## src/rtl/letter_spawner.sv

```systemverilog
// rtl/letter_spawner.sv - paced pseudo-random falling-letter spawner with valid/ready output
module letter_spawner #(
  parameter int          LANES          = 70,
  parameter int          LANE_PITCH     = 9,
  parameter int          MAX_SPEED      = 4,
  parameter int          SPAWN_INTERVAL = 25_000_000,
  parameter logic [15:0] SEED           = 16'hACE1
) (
  input  logic        clk,
  input  logic        clrn,
  input  logic        enable,
  input  logic [1:0]  mode,
  input  logic [1:0]  level,
  input  logic        out_ready,
  output logic        out_valid,
  output logic [7:0]  ch,
  output logic [2:0]  speed,
  output logic [8:0]  x,
  output logic [9:0]  y,
  output logic [15:0] spawn_count
);

  localparam int          TW         = (SPAWN_INTERVAL > 1) ? $clog2(SPAWN_INTERVAL) : 1;
  localparam logic [TW-1:0] TIMER_LAST = TW'(SPAWN_INTERVAL - 1);
  // An all-zero Galois state would lock up, so a zero seed is promoted to 1.
  localparam logic [15:0] SEED_EFF   = (SEED == 16'h0000) ? 16'h0001 : SEED;
  // LANES is never a legal lane index, so it marks "no previous lane".
  localparam logic [7:0]  NO_LANE    = 8'(LANES);

  typedef enum logic [1:0] {IDLE, WAIT, DRAW, HOLD} state_t;

  state_t          state;
  logic [TW-1:0]   timer;
  logic [15:0]     lfsr;
  logic [7:0]      last_lane;
  logic [7:0]      lane_q;

  logic [7:0]      lane_raw;
  logic [7:0]      lane_next;
  logic [5:0]      idx;
  logic [7:0]      ch_next;
  logic [3:0]      speed_base;
  logic [3:0]      speed_sum;
  logic [2:0]      speed_next;
  logic [9:0]      y_next;

  // Spawn row is fixed at the top of the playfield.
  assign x = 9'd0;

  // Free-running Galois LFSR; keeps stepping even while the game is paused.
  always_ff @(posedge clk or negedge clrn) begin
    if (!clrn) begin
      lfsr <= SEED_EFF;
    end else begin
      lfsr <= {1'b0, lfsr[15:1]} ^ (lfsr[0] ? 16'hB400 : 16'h0000);
    end
  end

  // Lane pick with a one-step bump so the same lane never fires twice in a row.
  always_comb begin
    lane_raw  = 8'(32'(lfsr[7:0]) % LANES);
    lane_next = lane_raw;
    if (lane_raw == last_lane) begin
      lane_next = ((32'(lane_raw) + 1) == LANES) ? 8'd0 : lane_raw + 8'd1;
    end
    y_next = 10'(32'(lane_next) * LANE_PITCH);
  end

  // Character selection from the upper LFSR byte within the chosen symbol set.
  always_comb begin
    case (mode)
      2'd2:    idx = 6'(32'(lfsr[15:8]) % 10);
      2'd3:    idx = 6'(32'(lfsr[15:8]) % 36);
      default: idx = 6'(32'(lfsr[15:8]) % 26);
    endcase
    case (mode)
      2'd0:    ch_next = 8'd65 + {2'b00, idx};
      2'd1:    ch_next = 8'd97 + {2'b00, idx};
      2'd2:    ch_next = 8'd48 + {2'b00, idx};
      default: ch_next = (idx < 6'd26) ? (8'd65 + {2'b00, idx})
                                       : (8'd48 + {2'b00, idx} - 8'd26);
    endcase
  end

  // Speed is a random base plus the difficulty offset, clamped to the 3-bit range.
  always_comb begin
    speed_base = 4'(32'(lfsr[11:8] ^ lfsr[3:0]) % MAX_SPEED) + 4'd1;
    speed_sum  = speed_base + {2'b00, level};
    speed_next = (speed_sum > 4'd7) ? 3'd7 : speed_sum[2:0];
  end

  // Spawn pacing FSM with registered handshake outputs and held fields.
  always_ff @(posedge clk or negedge clrn) begin
    if (!clrn) begin
      state       <= IDLE;
      timer       <= '0;
      last_lane   <= NO_LANE;
      lane_q      <= 8'd0;
      out_valid   <= 1'b0;
      ch          <= 8'd65;
      speed       <= 3'd1;
      y           <= 10'd0;
      spawn_count <= 16'd0;
    end else begin
      case (state)
        IDLE: begin
          timer <= '0;
          if (enable) state <= WAIT;
        end
        WAIT: begin
          if (!enable) begin
            state <= IDLE;
            timer <= '0;
          end else if (timer == TIMER_LAST) begin
            state <= DRAW;
            timer <= '0;
          end else begin
            timer <= timer + 1'b1;
          end
        end
        DRAW: begin
          if (!enable) begin
            state <= IDLE;
          end else begin
            lane_q    <= lane_next;
            ch        <= ch_next;
            speed     <= speed_next;
            y         <= y_next;
            out_valid <= 1'b1;
            state     <= HOLD;
          end
        end
        HOLD: begin
          // The offer stands until taken, even if the game is paused meanwhile.
          if (out_ready) begin
            out_valid   <= 1'b0;
            spawn_count <= spawn_count + 16'd1;
            last_lane   <= lane_q;
            timer       <= '0;
            state       <= enable ? WAIT : IDLE;
          end
        end
        default: state <= IDLE;
      endcase
    end
  end

endmodule

```

## config.mk

```make
export PLATFORM = sky130hd
export DESIGN_NAME = letter_spawner
export DESIGN_NICKNAME = d
export VERILOG_FILES = /design/src/rtl/letter_spawner.sv
export SDC_FILE = /design/constraint.sdc
export NUM_CORES = 1
export LEC_CHECK = 0
export CELL_PAD_IN_SITES_DETAIL_PLACEMENT = 0
export CELL_PAD_IN_SITES_GLOBAL_PLACEMENT = 1
export CORE_UTILIZATION = 23
export CTS_CLUSTER_DIAMETER = 120
export DETAILED_ROUTE_END_ITERATION = 8
export PLACE_DENSITY_LB_ADDON = 0.1
export SLEW_MARGIN = 20
export SYNTH_ARGS = -nofsm -noshare
export SYNTH_HDL_FRONTEND = slang
export SYNTH_SLANG_ARGS = --single-unit
export TNS_END_PERCENT = 100
```

## constraint.sdc

```tcl
create_clock -name clk -period 12.1 [get_ports clk]
set_clock_uncertainty 0.2 [all_clocks]
set_input_delay 1.21 -clock clk [delete_from_list [all_inputs] [get_ports clk]]
set_output_delay 1.21 -clock clk [all_outputs]
set_load 0.02 [all_outputs]
```

Word level (Yosys, flattened, before mapping):

Cells that the tools add are included.

* input port bits: 8
* logic and storage cells: 72
* register bits: 97
* output and inout port bits: 47

* reduce and logical (&&, ||, !) cells: 9
* eq/ne operators: 13
* muxes and demuxes: 21
* bitwise logic cells: 2
* add/sub/neg operators: 10
* multipliers: 1
* div/mod/pow operators: 4
* magnitude comparators: 2

Operators by type and width (number)
* $mux 25: 3
* $pmux 25 s3: 1
* $mod 8x4->32 const B: 1
* $mod 8x5->32 const B: 1
* $mod 8x6->32 const B: 1
* $mod 8x7->32 const B: 1
* $add 25x1->25 const B: 1
* $eq 25x25->1 const B: 1
* $mux 8: 3
* $pmux 8 s3: 1
* $add 16x1->16 const B: 1
* $add 7x6->8 const A: 2
* $mux 16: 1
* $xor 15x16->16: 1
* $pmux 6 s2: 1
* $mul 8x4->10 const B: 1
* $mux 2: 5
* $add 8x1->9 const B: 1
* $eq 9x7->1 const B: 1
* $add 8x1->8 const B: 1
* $eq 2x2->1 const B: 4
* $eq 8x8->1: 1
* $pmux 2 s4: 1
* $sub 7x5->8 const B: 1
* other kinds (17): 26

Depth between registers and ports, before layout:

* word-level depth: 6
* gate-level depth with buffers: 43
* mapped depth without buffers: 40

Least setup slack after synthesis:

Ideal clock, no wire load.

* path type: input-to-reg
* start: input mode[0]
* end: register ch[6]
* arrival: 9.837 ns
* required time: 11.812 ns
* path slack: 1.975 ns
* setup time: 0.088 ns
* stages: 41
* buffers on the path: 2
* path through: and2_1 -> buf_2 -> inv_1 -> ha_1 -> o21ai_0 -> a211oi_1 -> mux2i_1 -> inv_1 -> ha_1 -> nand2_1 -> o21bai_1 -> o211a_2 -> nor2_1 -> mux2_2 -> ha_1 -> a41oi_1 -> a31oi_1 -> nor2_1 -> [... 5 more ...] -> inv_1 -> o22ai_2 -> mux2i_2 -> ha_1 -> a21boi_0 -> o21ai_0 -> a21oi_1 -> nor4b_1 -> mux2i_1 -> and2_1 -> buf_4 -> mux2i_2 -> inv_1 -> ha_1 -> xor2_1 -> a22o_1 -> a222oi_1 -> o31ai_1

* longest elaborated chain between the ends: 6
* elaborated cells between the ends (all ways): 12
* those cells by class: add/sub: 4; order compare: 1; eq/ne: 3; mux: 3; reduce/logical: 1

Ends and longest elaborated chain
* from (decl): RTL line 12 `input logic [1:0] mode,`
* $eq 2x2->1 (on tied branches): RTL line 71, 76
* $pmux 6 s2: RTL line 71 `case (mode)`
* $add 6x6->7: RTL line 79, 81
* $sub 7x5->8: RTL line 81 `: (8'd48 + {2'b00, idx} - 8'd26);`
* $mux 8: RTL line 80 `default: ch_next = (idx < 6'd26) ? (8'd65 + {2'b00, idx})`
* $pmux 8 s3 (*): RTL line 76 `case (mode)`
* to (signal assigned): RTL line 126 `ch <= ch_next;`
* to (decl): RTL line 16 `output logic [7:0] ch,`

Mark *: on every way between the ends. The rest lies on a longest branch, timed or not.
A chain may end at the register's enable or synchronous reset.

Worst setup path after layout:

* start: input mode[1]
* end: register ch[2]

The elaborated chain is that of the path after synthesis.

==> flow_metrics.py <==
metrics = {
    "synth": {
        "yosysWarnings": 0,
        "synth_seq_cells": 94,
        "yosys.area.top_type": "dfrtp_1",
        "yosysTopAreaCellShare": 0.297,
        "syn_area_um2": 6740,
        "ys.flop_type": "dfrtp_1",
        "ys_async_sr_fraction": 1.00,
        "synth-seq-area-share": 0.352,
        "synthTopCellsByArea": "dfrtp_1 (30%), ha_1 (8.0%), nand2_1 (6.2%)",
        "synth_cell_types": 83,
        "synth-edff-count": 0,
        "postSynthAreaPerCell_um2": 8.87,
        "synthCells": 760,
    },
    "power_and_ir_drop": {
        "leakage_nw": 3.45,
        "fin_total_pwr_mw": 0.956,
        "ir_drop_mv": 0.0583,
        "p_sw_frac": 0.365,
        "p_per_area_nw_per_um2": 122,
        "p_clk_frac": 0.311,
        "pwr-share-comb": 0.289,
        "p_int_mw": 0.608,
        "power_frac_seq": 0.399,
        "switching_power_mw": 0.349,
    },
    "die": {
        "core-area_um2": 28800,
        "dieArea_um2": 30000,
        "fp.dieH_um": 173,
        "ios": 55,
        "die_x_um": 173,
        "start_util": 0.234,
        "core.rowCount": 62,
    },
    "cells_and_area": {
        "fillerInstances": 3060,
        "area_growth_pct": 16.1,
        "nets": 839,
        "drive_gt1_frac": 0.101,
        "n_antenna_cell": 0,
        "final_cell_area_um2": 7820,
    },
    "clock_network": {
        "clockBufferDepth": 2,
        "insertion_delay_ns": 0.36,
        "cts.reportedPaths.clkPinSlew_ns": 0.08,
        "cts.sinks": 94,
        "cts_buffers": 9,
        "cts.htree.levels": 3,
        "cts_tree": "built",
        "post_cts_buffers": 0,
        "cts_root_buf": "clkbuf_16",
    },
    "global_route": {
        "grt_pass1_wl_um": 29700,
        "antenna_found_initial": 0,
        "grt.overflow.total": 0,
        "grt_max_degree": 49,
        "track_usage": 0.125,
        "first_global_vias": 5406,
    },
    "sta": {
        "period_share": 0.914,
        "fin_crit_ns": 11.06,
        "tns_ns": 0,
        "worst_pin_slew_ns": 0.744,
        "drv_slew": 0,
        "rsz0062_at_grt": "no",
        "max_freq_mhz": 90.4,
        "hold_viol": 0,
        "setup_viol": 0,
        "relSlewSlack": 0.504,
    },
    "worst_setup_path": {
        "r2r_slack_ns": 2.33,
        "path_max_fanout": 15,
        "worstPathArrival_ns": 11.13,
        "crit_path_frequent_cell": "ha_1",
        "cp-end-kind": "flip-flop",
        "cpPeakStageDelay_ns": 0.48,
        "path_class": "in -> reg",
        "required_ns": 12.17,
        "crit_slowest_cell": "clkdlybuf4s50_1",
        "startpoint_type": "primary input",
    },
    "detailed_routing": {
        "drt-total-wl_um": 17800,
        "detail-route-antenna-nets": 0,
        "wl_per_cell_um": 15.1,
        "num_vias": 5324,
        "drt-pass1-iter-count": 5,
        "vias_per_cell": 4.53,
        "drc": 0,
        "drtIter0Drc": 239,
    },
    "placement": {
        "dpl_cell_area_um2": 7520,
        "portBuffers": 45,
        "hpwlAfterDp_um": 13200,
        "place_congestion": 0.752,
    },
    "run_status": {
        "status": "complete, no violations",
    },
    "job": {
        "drv_cap": 0,
    },
    "min_path": {
        "hp-class": "reg -> reg",
    },
}
flip-flops by register name, indices dropped and copies added (netlist names):
name and cells:
ch 8, lane_q 5, last_lane 8, lfsr 16, out_valid 1, spawn_count 16
speed 3, state 2, timer 25, y 10
power by group through the flow:
| stage | clock network (mW) | registers (mW) | logic (mW) |
|---|---|---|---|
| floorplan | 0 | 0.409 | 0.152 |
| global placement | 0 | 0.388 | 0.280 |
| detailed placement | 0 | 0.389 | 0.280 |
| CTS | 0.314 | 0.383 | 0.282 |
| global route | 0.326 | 0.390 | 0.307 |
| finish | 0.298 | 0.382 | 0.277 |
cells in the mapped netlist, types with 4 or more instances:
cell,count
nor2_1,63
nor3b_1,6
nor3_1,22
dfrtp_1,80
ha_1,43
o31ai_1,6
and2_1,7
a21boi_0,5
a21o_1,8
xor2_1,34
nand3_1,28
a31oi_1,7
xnor2_1,39
buf_2,6
o21a_1,10
o211ai_1,6
or3_1,6
nand4_1,11
clkbuf_1,24
nand2b_1,7
inv_1,31
o22ai_1,4
mux2_2,13
mux2i_1,11
nand2_1,112
a21oi_1,26
dfstp_2,14
and3_1,11
o21ai_1,5
buf_4,15
o21ai_0,31
critical path, delay by kind of cell:
kind	cells	cell delay (ns)
adders and majority gates	6	1.78
AOI/OAI and AO/OA	16	3.71
muxes	5	1.51
buffers and inverters	6	0.97
and+or+nand+nor	8	1.93
what timing repair did:
action | 4_1_cts | 5_1_grt
hold buffers | 0 | 0
resized for setup | 0 | 1
setup endpoints to repair | 0 | 1
cells by family (layout without fill, tap and decap cells):
family,Yosys count,in the layout,synth area share
and+or+nand+nor,299,299,0.216
AOI/OAI and AO/OA,137,137,0.141
DFF,94,94,0.352
buffers and inverters,78,101,0.0529
xor gates and xnor gates,75,75,0.101
adders and majority gates,47,47,0.0889
muxes,29,29,0.0481
other,1,9,0.000556
metrics by stage:
step / std cells / hold slack [ns] / worst slack [ns] / utilization
finish: 1175 / 0.240 / 1.04 / 0.272
global route: 1175 / 0.249 / 0.134 / 0.272
CTS: 1175 / 0.239 / 0.898 / 0.272
detailed placement: 1159 / 0.227 / 0.545 / 0.261
global placement: 1159 / 0.228 / 0.750 / 0.261
floorplan: 768 / 0.161 / 1.98 / -
final timing paths:
kind,cells after the start,to,start
max,41,ch[2]$_DFFE_PN0P_,mode[1]
min reg2reg,0,lfsr[14]$_DFF_PN0_,lfsr[15]$_DFF_PN1_
max in group asynchronous,2,y[5]$_DFFE_PN0P_,clrn
max reg2reg,38,ch[2]$_DFFE_PN0P_,lfsr[13]$_DFF_PN1_
min in group asynchronous,1,spawn_count[14]$_DFFE_PN0P_,clrn
min,0,lfsr[14]$_DFF_PN0_,lfsr[15]$_DFF_PN1_
cell type report:
| class | instances | area [um2] | area share |
|---|---|---|---|
| inverter | 33 | 124 | 0.0158 |
| multi-input combinational | 596 | 4040 | 0.517 |
| sequential | 94 | 2370 | 0.303 |
| tap | 384 | 480 | 0.0614 |
| clock inverter | 7 | 77.6 | 0.00992 |
| timing repair buffer | 52 | 500 | 0.0640 |
| clock buffer | 9 | 225 | 0.0288 |
layer usage:
layer  share of wire  wire [um]  track usage
met1            0.52       9230        0.176
met2            0.44       7890        0.198
met3           0.027        487       0.0224
met4           0.010        178       0.0288
met5               0          0            0
layout by cell type, fill, tap and decap left out, types with 22 or more instances in the layout:
cell and count:
a21oi_1 26, clkdlybuf4s50_1 44, dfrtp_1 80, ha_1 43, inv_1 31, nand2_1 112
nand3_1 28, nor2_1 63, nor3_1 22, o21ai_0 31, xnor2_1 39, xor2_1 34
No activity file was read; power rests on OpenSTA's default activity.
